==> config.mk <==
export PLATFORM = sky130hd
export DESIGN_NAME = spi_master
export DESIGN_NICKNAME = d
export VERILOG_FILES = /design/src/rtl/spi_master.sv
export SDC_FILE = /design/constraint.sdc
export NUM_CORES = 1
export LEC_CHECK = 0
export BUFFER_PORTS_ARGS = -buffer_cell sky130_fd_sc_hd__buf_2
export CORE_MARGIN = 8
export CORE_UTILIZATION = 35
export CTS_CLUSTER_DIAMETER = 80
export DETAILED_ROUTE_END_ITERATION = 6
export PLACE_DENSITY_LB_ADDON = 0.15
export SYNTH_ARGS = -nofsm -noshare
export SYNTH_HDL_FRONTEND = slang
export SYNTH_SLANG_ARGS = --single-unit
==> constraint.sdc <==
create_clock -name clk -period 3.05 [get_ports clk]
set_input_delay 0.915 -clock clk [delete_from_list [all_inputs] [get_ports clk]]
set_output_delay 0.915 -clock clk [all_outputs]
set_load 0.01 [all_outputs]
==> src/rtl/spi_master.sv <==
// SPI command master: shifts a 10-bit {cmd,din} word out MSB first, then either
// holds select for a tail (writes / address phases) or waits RD_LAT cycles and
// captures one byte from miso (read-data). A guaranteed deselect gap follows.
module spi_master #(
  parameter int unsigned RD_LAT   = 4,
  parameter int unsigned TAIL_CYC = 3,
  parameter int unsigned GAP_CYC  = 2
) (
  input  logic       clk,
  input  logic       rst,
  input  logic       start,
  input  logic [1:0] cmd,
  input  logic [7:0] din,
  input  logic       miso,
  output logic       mosi,
  output logic       ss_n,
  output logic       busy,
  output logic       done,
  output logic [7:0] rd_data,
  output logic       rd_valid
);

  localparam int unsigned WORD_W  = 10;
  localparam int unsigned BYTE_W  = 8;
  // Counter covers the longest phase: any parameter or the 9 shift steps after SETUP.
  localparam int unsigned MAX_A   = (RD_LAT > TAIL_CYC) ? RD_LAT : TAIL_CYC;
  localparam int unsigned MAX_B   = (MAX_A > GAP_CYC) ? MAX_A : GAP_CYC;
  localparam int unsigned MAX_CYC = (MAX_B > WORD_W) ? MAX_B : WORD_W;
  localparam int unsigned CNT_W   = $clog2(MAX_CYC + 1);

  typedef enum logic [2:0] {
    IDLE     = 3'd0,
    SETUP    = 3'd1,
    SHIFT    = 3'd2,
    TAIL     = 3'd3,
    RD_WAIT  = 3'd4,
    RD_SHIFT = 3'd5,
    GAP      = 3'd6
  } state_e;

  state_e              state_q, state_d;
  logic [WORD_W-1:0]   sh_q, sh_d;
  logic [CNT_W-1:0]    cnt_q, cnt_d;
  logic [BYTE_W-1:0]   rx_q, rx_d;
  logic [BYTE_W-1:0]   rd_data_q, rd_data_d;
  logic                is_rd_q, is_rd_d;
  logic                mosi_q, mosi_d;
  logic                ss_n_q, ss_n_d;
  logic                busy_q, busy_d;
  logic                done_q, done_d;
  logic                rd_valid_q, rd_valid_d;
  logic                finish;

  // Next-state and next-output computation for the transaction sequencer.
  always_comb begin
    state_d    = state_q;
    sh_d       = sh_q;
    cnt_d      = cnt_q;
    rx_d       = rx_q;
    rd_data_d  = rd_data_q;
    is_rd_d    = is_rd_q;
    mosi_d     = 1'b0;
    ss_n_d     = ss_n_q;
    busy_d     = busy_q;
    done_d     = 1'b0;
    rd_valid_d = 1'b0;
    finish     = 1'b0;

    unique case (state_q)
      IDLE: begin
        if (start && !busy_q) begin
          sh_d    = {cmd, din};
          is_rd_d = (cmd == 2'b11);
          ss_n_d  = 1'b0;
          busy_d  = 1'b1;
          cnt_d   = '0;
          state_d = SETUP;
        end
      end
      SETUP: begin
        mosi_d  = sh_q[WORD_W-1];
        sh_d    = {sh_q[WORD_W-2:0], 1'b0};
        cnt_d   = '0;
        state_d = SHIFT;
      end
      SHIFT: begin
        mosi_d = sh_q[WORD_W-1];
        sh_d   = {sh_q[WORD_W-2:0], 1'b0};
        if (cnt_q == CNT_W'(WORD_W - 2)) begin
          cnt_d = '0;
          if (is_rd_q) begin
            state_d = (RD_LAT == 0) ? RD_SHIFT : RD_WAIT;
          end else if (TAIL_CYC == 0) begin
            finish = 1'b1;
          end else begin
            state_d = TAIL;
          end
        end else begin
          cnt_d = cnt_q + CNT_W'(1);
        end
      end
      TAIL: begin
        if (cnt_q == CNT_W'(TAIL_CYC - 1)) begin
          finish = 1'b1;
        end else begin
          cnt_d = cnt_q + CNT_W'(1);
        end
      end
      RD_WAIT: begin
        if (cnt_q == CNT_W'(RD_LAT - 1)) begin
          cnt_d   = '0;
          state_d = RD_SHIFT;
        end else begin
          cnt_d = cnt_q + CNT_W'(1);
        end
      end
      RD_SHIFT: begin
        // Eight capture edges, then one more edge publishes the whole byte.
        if (cnt_q == CNT_W'(BYTE_W)) begin
          rd_data_d  = rx_q;
          rd_valid_d = 1'b1;
          finish     = 1'b1;
        end else begin
          rx_d  = {rx_q[BYTE_W-2:0], miso};
          cnt_d = cnt_q + CNT_W'(1);
        end
      end
      GAP: begin
        ss_n_d = 1'b1;
        if (cnt_q == CNT_W'(GAP_CYC - 1)) begin
          cnt_d   = '0;
          busy_d  = 1'b0;
          state_d = IDLE;
        end else begin
          cnt_d = cnt_q + CNT_W'(1);
        end
      end
      default: begin
        state_d = IDLE;
      end
    endcase

    // Common end of transaction: deselect, pulse done, enter the gap.
    if (finish) begin
      ss_n_d = 1'b1;
      done_d = 1'b1;
      cnt_d  = '0;
      if (GAP_CYC == 0) begin
        busy_d  = 1'b0;
        state_d = IDLE;
      end else begin
        state_d = GAP;
      end
    end
  end

  // State and output registers with synchronous reset.
  always_ff @(posedge clk) begin
    if (rst) begin
      state_q    <= IDLE;
      sh_q       <= '0;
      cnt_q      <= '0;
      rx_q       <= '0;
      rd_data_q  <= '0;
      is_rd_q    <= 1'b0;
      mosi_q     <= 1'b0;
      ss_n_q     <= 1'b1;
      busy_q     <= 1'b0;
      done_q     <= 1'b0;
      rd_valid_q <= 1'b0;
    end else begin
      state_q    <= state_d;
      sh_q       <= sh_d;
      cnt_q      <= cnt_d;
      rx_q       <= rx_d;
      rd_data_q  <= rd_data_d;
      is_rd_q    <= is_rd_d;
      mosi_q     <= mosi_d;
      ss_n_q     <= ss_n_d;
      busy_q     <= busy_d;
      done_q     <= done_d;
      rd_valid_q <= rd_valid_d;
    end
  end

  assign mosi     = mosi_q;
  assign ss_n     = ss_n_q;
  assign busy     = busy_q;
  assign done     = done_q;
  assign rd_data  = rd_data_q;
  assign rd_valid = rd_valid_q;

endmodule

Word level (Yosys, flattened, before mapping):

Index checks and enable logic that the tools add are counted.

* register bits after elaboration: 39
* bits in latches: 0
* bits in writable memories: 0
* ROM bits: 0
* output and inout bits: 13
* logic and storage cells: 84
* memories: 0

* add/sub/neg operators: 1
* multipliers: 0
* divide/modulo/power cells: 0
* $lt $le $gt $ge: 0
* equal/unequal tests: 22
* shift-type cells: 0
* multiplexer cells: 25
* bitwise gates (word level): 4
* reduce and logical (&&, ||, !) cells: 20

Operators with widths (number)
* 4-bit one-hot mux with 7 select lines: 1
* 4-bit two-way mux: 6
* 10-bit one-hot mux with 2 select lines: 1
* 3-bit two-way mux: 6
* 3-bit one-hot mux with 6 select lines: 1
* 2-bit inequality test, second input constant: 6
* 3-bit inequality test, second input constant: 4
* 10-bit two-way mux: 1
* 2-bit AND reduction: 5
* 5-bit AND reduction: 2
* 2-bit OR reduction: 5
* 3-bit equality test, second input constant: 3
* 4-bit by 2-bit equality test with 1-bit output, second input constant: 2
* 7-bit nonzero test: 1
* 3-bit by 2-bit equality test with 1-bit output, second input constant: 2
* 1-bit two-way mux: 6
* 1-bit one-hot mux with 2 select lines: 3
* 4-bit by 1-bit adder with 4-bit output, second input constant: 1
* 4-bit by 1-bit equality test with 1-bit output, second input constant: 1
* 4-bit equality test, second input constant: 1
* 1-bit inverter: 4
* 4-bit AND reduction: 1
* 2-bit nonzero test: 2
* 3-bit by 1-bit equality test with 1-bit output, second input constant: 1
* 6 further kinds: 6

Logic depth before layout (Yosys ltp):

Gate-level depths: netlist of run 1.

* word-level depth: 5
* mapped depth: 7
* depth with buffers taken out: 6

Worst setup path before layout of run 1:

Ideal clock, no wire load.

* kind: input to register
* start: input port rst
* end: register state_q[0]
* library setup time: 87 ps
* data arrival time: 1714 ps
* required time: 2963 ps
* setup slack: 1249 ps
* stages: 3
* buffers on the path: 1
* cells stage by stage: clkbuf_1 a311o_4 nor4b_4

* longest elaborated chain between the ends: 1

RTL lines
* start: declaration: line 10 `input logic rst,`
* 2-bit OR reduction (no source line)
* end signal: assignment: line 172 `state_q <= state_d;`
* end: declaration: line 41 `state_e state_q, state_d;`

No other way between the ends.
A chain may end at the register's enable or synchronous reset.

Worst setup path after layout of run 1:

* start: register state_q[2]
* end: register state_q[0]

* longest elaborated chain between the ends: 4
* elaborated cells on any way between the ends: 17
* those cells by class: eq/ne: 10; mux: 2; bitwise: 1; reduce/logical: 4

RTL lines
* 3-bit equality test or 3-bit by 2-bit equality test with 1-bit output (tied branches): line 69 `unique case (state_q)`
* 2-bit OR reduction (no source line)
* 1-bit inverter (no source line)
* 5-bit AND reduction (no source line)

Several ways; a longest one is shown, not always the timed one.

==> results.rst, run 1 <==
.. list-table::
   :header-rows: 1

   * - Metric
     - Value
   * - Fin Clk Skew
     - 0.00657 ns
   * - Per-instance average area after synthesis
     - about 9.1 um^2
   * - Number of antenna diodes
     - 0
   * - Grt ovf
     - 0
   * - Root buffer cell
     - sky130_fd_sc_hd__clkbuf_8
   * - Largest driver fanout on the critical path
     - 15
   * - Post-cts hold buffer count
     - 0
   * - Layout-stage area growth over the synthesis result
     - 16.1%
   * - Netlist area before placement
     - roughly 1800 um^2
   * - Maximum clock path buffer count
     - 2
   * - Final Max Slew Viols
     - 0
   * - Placement row count
     - 26
   * - Number of post-CTS setup repair buffers
     - 0
   * - Area taken by multi-input logic gates
     - roughly 990 um^2
   * - Synth Net Count
     - between 200 and 250
   * - Top post-synthesis cells by area
     - sky130_fd_sc_hd__dfxtp_1 42%, sky130_fd_sc_hd__mux2i_1 8.7%, sky130_fd_sc_hd__nor2_1 4.9%, sky130_fd_sc_hd__a21oi_1 4.6%, sky130_fd_sc_hd__o221ai_1 4.3%
   * - Number of clock sinks
     - 39
   * - Number of resized instances in the post-cts repair step
     - 0
   * - Final period util
     - 0.637
   * - Initial Utilization
     - 0.361
   * - Hold violation total from the final report
     - 0
   * - Storage cell area
     - between 700 and 800 um^2
   * - Number of endpoints failing setup at the final stage
     - 0
   * - Antenna violations before repair
     - 0
   * - DIE HEIGHT
     - 88.6 um
   * - Via density per instance
     - slightly above 5
   * - Register bit total from synthesis
     - 39
   * - Peak supply drop
     - 0.250 mV
   * - Number of cells produced by synthesis
     - 202
   * - Number of CTS-inserted buffers
     - 5
   * - Remaining antenna violation count
     - 0
   * - Leading cell types by count after synthesis
     - 39 x sky130_fd_sc_hd__dfxtp_1, 24 x sky130_fd_sc_hd__nor2_1, 17 x sky130_fd_sc_hd__a21oi_1
   * - Number of cells on the worst reg-to-reg path
     - 4
   * - Classification of the worst-slack hold path
     - reg2reg
   * - WP data arrival
     - roughly 2.2 ns
   * - Setup repair after global routing missed its margin
     - false
   * - Critical path class
     - reg2reg
   * - Detailed placer's ending HPWL
     - between 2000 and 3000 um
   * - Count of max-cap constraint violations
     - 0
   * - Worst Setup End Kind
     - flop
   * - Cells on Worst Hold Path
     - 2
   * - Setup TNS
     - 0 ns
   * - TritonCTS clock tree
     - done
   * - Worst-Margin Slew
     - just under 0.6 ns
   * - CP Data Required Time
     - 3.26 ns
   * - Result of the run
     - complete, no violations
   * - Violation count after the first detailed-route iteration
     - 118
   * - Worst-skew pair later-pin latency
     - about 0.29 ns
   * - Leakage power figure
     - 0.818 nW
   * - Share of the synthesized area in the top cell type
     - 0.423
   * - H-tree depth reported by CTS
     - 2
   * - Hold WS
     - 0.451 ns
   * - Total routing usage reported by global routing
     - 0.115
   * - Max transition margin
     - 0.603
   * - Via Count
     - ~1500
   * - Number of design rule violations left after detail routing
     - 0
   * - Cell with the most instances after synthesis
     - sky130_fd_sc_hd__dfxtp_1
   * - Die Area
     - between 7000 and 8000 um^2
   * - First-pass GRT wire length
     - 7150 um
   * - Final layout net count
     - around 240
   * - I/O pin total
     - 27
   * - First-pass iteration count of the detailed router
     - 4
   * - Count of warnings emitted by yosys
     - 0
   * - Horizontal die dimension
     - between 80 and 90 um
   * - Minimum clock period
     - roughly 1.9 ns
   * - Routed WL per cell
     - 13.9 um
   * - Power density over cell area
     - between 500 and 600 nW/um^2
   * - Number of synthesized flops with an enable pin
     - 0
   * - Layout filler cell count
     - 532
   * - Biggest area consumer among synthesized cells
     - sky130_fd_sc_hd__dfxtp_1
   * - Dominant synthesized flop cell
     - sky130_fd_sc_hd__dfxtp_1
   * - Critical path launch point type
     - flop
   * - Async set or reset register ratio after synthesis
     - 0
   * - Total routed wirelength
     - slightly above 4000 um
   * - Number of buffer cells added on primary ports
     - 26
   * - Via count of the first global-routing pass
     - between 1500 and 2000
   * - Clock slew at the register clock pins of the worst setup and hold paths
     - about 0.08 ns
   * - Gpl congestion
     - 0.715
   * - Distinct cell type count after synthesis
     - 42
   * - Core footprint
     - 5110 um^2
   * - Total placed cells including tap cells
     - between 200 and 300
   * - Share of cells above drive strength 1
     - 0.204
   * - Maximum number of pins on one net before global-route repair
     - 34
   * - Fraction of the yosys area taken by sequential cells
     - 0.423
   * - Count of placed standard cells in the final layout, fillers left out
     - a little under 300
   * - Maximum operating frequency
     - between 500 and 600 MHz
==> worst max-delay path: stages, from the launching register on <==
cell and delay [ns]:
sky130_fd_sc_hd__dfxtp_1 0.61, sky130_fd_sc_hd__inv_1 0.29, sky130_fd_sc_hd__and3_1 0.25, sky130_fd_sc_hd__a311o_4 0.46, sky130_fd_sc_hd__nor4b_4 0.26
==> logic make-up (layout without fill, tap and decap cells) <==
kind of cell	count (synthesis)	count (layout)	share of synthesized area
xor+xnor	1	1	0.00475
fa+ha+maj	4	4	0.0271
compound gates	55	55	0.205
buf+inv	18	42	0.0407
flops	39	39	0.423
simple gates	69	69	0.212
mux	16	16	0.0868
==> layout by cell type (no fill, tap or decap), types with 2 or more instances in the layout <==
cell type                  Yosys  final
sky130_fd_sc_hd__clkbuf_8      0      6
sky130_fd_sc_hd__nand3b_1      2      2
sky130_fd_sc_hd__nand2_1      13     13
sky130_fd_sc_hd__a21oi_1      17     17
sky130_fd_sc_hd__dfxtp_1      39     39
sky130_fd_sc_hd__o221ai_1      9      9
sky130_fd_sc_hd__nor2_1       24     24
sky130_fd_sc_hd__o21ai_0       2      2
sky130_fd_sc_hd__o22ai_1       4      4
sky130_fd_sc_hd__inv_1         6      6
sky130_fd_sc_hd__o21ai_1       3      3
sky130_fd_sc_hd__nor3_1        4      4
sky130_fd_sc_hd__buf_4         0      2
sky130_fd_sc_hd__a21oi_2       2      2
sky130_fd_sc_hd__nor2b_1       3      3
sky130_fd_sc_hd__mux2i_1      16     16
sky130_fd_sc_hd__ha_1          4      4
sky130_fd_sc_hd__and3_1        2      2
sky130_fd_sc_hd__buf_2         6     26
sky130_fd_sc_hd__nand3_1       2      2
sky130_fd_sc_hd__a31oi_1       2      2
sky130_fd_sc_hd__a21o_1        3      3
sky130_fd_sc_hd__a21boi_0      9      9
sky130_fd_sc_hd__nand2b_1      5      5
==> state kept, by name, indices dropped and copies added (netlist names), 3 cells and up <==
name and count:
cnt_q 4, rd_data 8, rx_q 8, sh_q 10
state_q 3
==> power breakdown <==
part / switching (W) / internal, W
registers: 0.0000375 / 0.000544
clock network: 0.000185 / 0.000265
logic: 0.000134 / 0.0000919
total: 0.000356 / 0.000901
==> through the flow <==
| step | worst slack [ns] | total power [W] | area (um^2) | utilization |
|---|---|---|---|---|
| floorplan | 1.25 | 0.000766 | 1840 | - |
| global placement | 1.05 | 0.000822 | 2020 | 0.396 |
| detailed placement | 1.01 | 0.000822 | 2020 | 0.396 |
| CTS | 1.10 | 0.00127 | 2140 | 0.419 |
| global route | 0.958 | 0.00133 | 2140 | 0.419 |
| finish | 1.11 | 0.00126 | 2140 | 0.419 |
==> routing by layer <==
layer  vias up  global-route usage  wire length (um)
met5         -                   0                 0
met4         0              0.0461                36
met3         4              0.0251               126
met2        33               0.180              1960
met1       685               0.150              1990
li1        771                   -                 -
==> final timing paths <==
kind                                  from         end  slack (ns)
worst max-delay path            state_q[2]  state_q[0]        1.11
worst min-delay path               sh_q[9]     sh_q[9]        0.45
worst max register to register  state_q[2]  state_q[0]        1.11
worst min register to register     sh_q[9]     sh_q[9]        0.45
==> final cells by class <==
class                           count  share of cell area
Inverter                            6              0.0105
Clock buffer                        6              0.0386
Sequential cell                    39               0.364
Tap cell                           70              0.0409
Clock inverter                      2              0.0164
Timing Repair Buffer               28              0.0678
Multi-Input combinational cell    145               0.461
(Power assumes the default switching activity.)
==> inputs of run 2 (changes only) <==
- clock period: 3.05 -> 1.65 ns (I/O delays scaled with it)
==> results.rst, run 2 (synthesized netlist as in run 1, its figures left out) <==
.. list-table::
   :header-rows: 1

   * - Metric
     - Value
   * - Result of the run
     - complete, no violations
   * - Number of buffer cells added on primary ports
     - 26
   * - Gate power share
     - 0.212
   * - Maximum operating frequency
     - 655 MHz
   * - Classification of the worst-slack hold path
     - reg2reg
   * - Leakage power figure
     - ~0.89 nW
   * - Peak supply drop
     - between 0.4 and 0.5 mV
   * - Layout-stage area growth over the synthesis result
     - 22.3%
   * - Number of antenna diodes
     - 0
   * - Share of cells above drive strength 1
     - 0.259
   * - Startpoint of the worst register-to-register path
     - state_q[0]
   * - Maximum clock path buffer count
     - 2
   * - Int Pwr
     - ~0.0017 W
   * - Area of all placed cells without fillers
     - 2250 um^2
   * - TritonCTS clock tree
     - done
   * - Count of max-cap constraint violations
     - 0
   * - Internal reg-to-reg setup slack
     - 0.12 ns
   * - Setup repair after global routing missed its margin
     - false
   * - Final period util
     - 0.925
   * - Most frequent standard cell in the layout excluding fill and tap cells
     - sky130_fd_sc_hd__dfxtp_1
   * - Initial Utilization
     - 0.361
   * - Violation count after the first detailed-route iteration
     - 86
   * - I/O pin total
     - 27
   * - Total routed wirelength
     - between 4000 and 5000 um
   * - Reg2reg end
     - rd_data[0]
   * - WP data arrival
     - around 1.7 ns
   * - Met3 track demand over resource in global routing
     - 0.0306
   * - Detailed placer's ending HPWL
     - 2960 um
   * - First-pass iteration count of the detailed router
     - 4
   * - H-tree depth reported by CTS
     - 2
   * - First-pass GRT wire length
     - a little over 7000 um
   * - Final layout net count
     - ~260
   * - Worst-Margin Slew
     - between 0.4 and 0.5 ns
   * - Final Max Slew Viols
     - 0
   * - Die Area
     - roughly 8000 um^2
   * - Largest driver fanout on the critical path
     - 12
   * - Hold WS
     - around 0.46 ns
   * - Power density over cell area
     - around 1100 nW/um^2
   * - Clock network fraction of design power
     - 0.347
   * - Maximum number of pins on one net before global-route repair
     - 34
   * - Worst Setup End Kind
     - flop
   * - Hold violation total from the final report
     - 0
   * - Clock slew at the register clock pins of the worst setup and hold paths
     - 0.08 ns
   * - Total cell area at the placement stage
     - between 2000 and 2500 um^2
   * - Cells on Worst Hold Path
     - 2
   * - Critical path launch point type
     - flop
   * - Max FFs per register
     - 10
   * - Number of design rule violations left after detail routing
     - 0
   * - Number of post-CTS setup repair buffers
     - 0
   * - Max transition margin
     - 0.726
   * - DIE HEIGHT
     - ~89 um
   * - Core footprint
     - around 5100 um^2
   * - Count of buffer and inverter cells on the critical path
     - 1
   * - Critical path class
     - reg2reg
   * - Layer with the highest usage
     - met2
   * - Remaining antenna violation count
     - 0
   * - Net switching component of the power
     - 0.000672 W
   * - Total routing usage reported by global routing
     - 0.115
   * - Grt ovf
     - 0
   * - Number of clock sinks
     - 39
   * - Number of CTS-inserted buffers
     - 5
   * - Top library cells by usage in the layout, fill and taps aside
     - 39 x sky130_fd_sc_hd__dfxtp_1, 26 x sky130_fd_sc_hd__buf_2, 24 x sky130_fd_sc_hd__nor2_1
   * - Sequential cell fraction of total power
     - 0.441
   * - Via Count
     - 1532
   * - Worst-skew pair later-pin latency
     - slightly below 0.3 ns
   * - Family with the most delay on the worst path
     - flip-flops
   * - Via density per instance
     - between 4 and 5
   * - Fin Clk Skew
     - 0.00418 ns
   * - Net switching fraction of the power
     - 0.281
   * - Met1 capacity usage during global routing
     - 0.143
   * - Via count of the first global-routing pass
     - ~1500
   * - Worst-case hold path end point
     - sh_q[5]
   * - Worst path slowest cell
     - sky130_fd_sc_hd__dfxtp_1
   * - Reg with most FFs
     - sh_q
   * - CP Data Required Time
     - 1.82 ns
   * - Met2 track demand over resource in global routing
     - 0.185
   * - Placement row count
     - 26
   * - Horizontal die dimension
     - roughly 90 um
   * - Number of cells on the worst reg-to-reg path
     - 5
   * - Root buffer cell
     - sky130_fd_sc_hd__clkbuf_8
   * - Worst path max stage delay
     - 0.58 ns
   * - Cell-by-cell listing of the critical path
     - nand3b_2, nor2_4, buf_4, mux2i_1, nor2_1
   * - Minimum clock period
     - about 1.5 ns
   * - Antenna violations before repair
     - 0
   * - Launch instance of the worst min-delay path
     - sh_q[5]
   * - Gpl congestion
     - around 0.8
   * - Routed WL per cell
     - approximately 13 um
   * - Setup TNS
     - 0 ns
   * - Number of endpoints failing setup at the final stage
     - 0
## run 2: worst max path at each step
stage	startpoint	to	slack (ns)	depth (start not counted)
6_report	state_q[0]	rd_data[0]	0.12	5
4_1_cts	cnt_q[0]	state_q[0]	0.11	6
3_3_place_gp	cnt_q[0]	state_q[0]	0.15	6
3_5_place_dp	cnt_q[0]	state_q[0]	0.13	6
2_1_floorplan	cnt_q[0]	state_q[0]	0.09	6
5_1_grt	cnt_q[0]	cnt_q[3]	0.003	6
## run 2: tightest hold or removal path: stages, from the launching register on
cell,delay [ns]
sky130_fd_sc_hd__dfxtp_1,0.31
sky130_fd_sc_hd__nand2_1,0.05
sky130_fd_sc_hd__a21oi_1,0.05
## run 2: power by group through the flow
stage	registers (W)	clock network (W)	logic (W)
after global routing	0.00107	0.000902	0.000572
after detailed placement	0.00108	0	0.000502
after CTS	0.00105	0.000863	0.000506
after global placement	0.00108	0	0.000505
final	0.00105	0.000831	0.000506
after floorplan	0.00106	0	0.000352
## run 2: metrics by stage
| stage | cells | power, W | worst slack, ns | utilization |
|---|---|---|---|---|
| floorplan | 202 | 0.00142 | 0.0908 | - |
| global placement | 301 | 0.00158 | 0.145 | 0.415 |
| detailed placement | 301 | 0.00158 | 0.133 | 0.415 |
| CTS | 309 | 0.00242 | 0.112 | 0.439 |
| global route | 309 | 0.00254 | 0.00294 | 0.441 |
| finish | 309 | 0.00239 | 0.124 | 0.441 |
## run 2: final cells by class
class                           instances  area, um^2
Clock buffer                            6        82.6
Timing Repair Buffer                   41         246
Tap cell                               70        87.6
Sequential cell                        39         781
Clock inverter                          2        35.0
Fill cell                             534        2850
Multi-Input combinational cell        145        1000
Inverter                                6        22.5
## run 2: metal layers
metal / up-vias / wire length, um
met5: - / 0
met4: 0 / 65
met3: 7 / 124
met2: 24 / 1920
met1: 706 / 2050
li1: 795 / -
## run 2: repair_timing
| action | 4_1_cts | 5_1_grt |
|---|---|---|
| setup endpoints to repair | 0 | 12 |
| hold buffers | 0 | 0 |
| gates resized for setup | 0 | 4 |
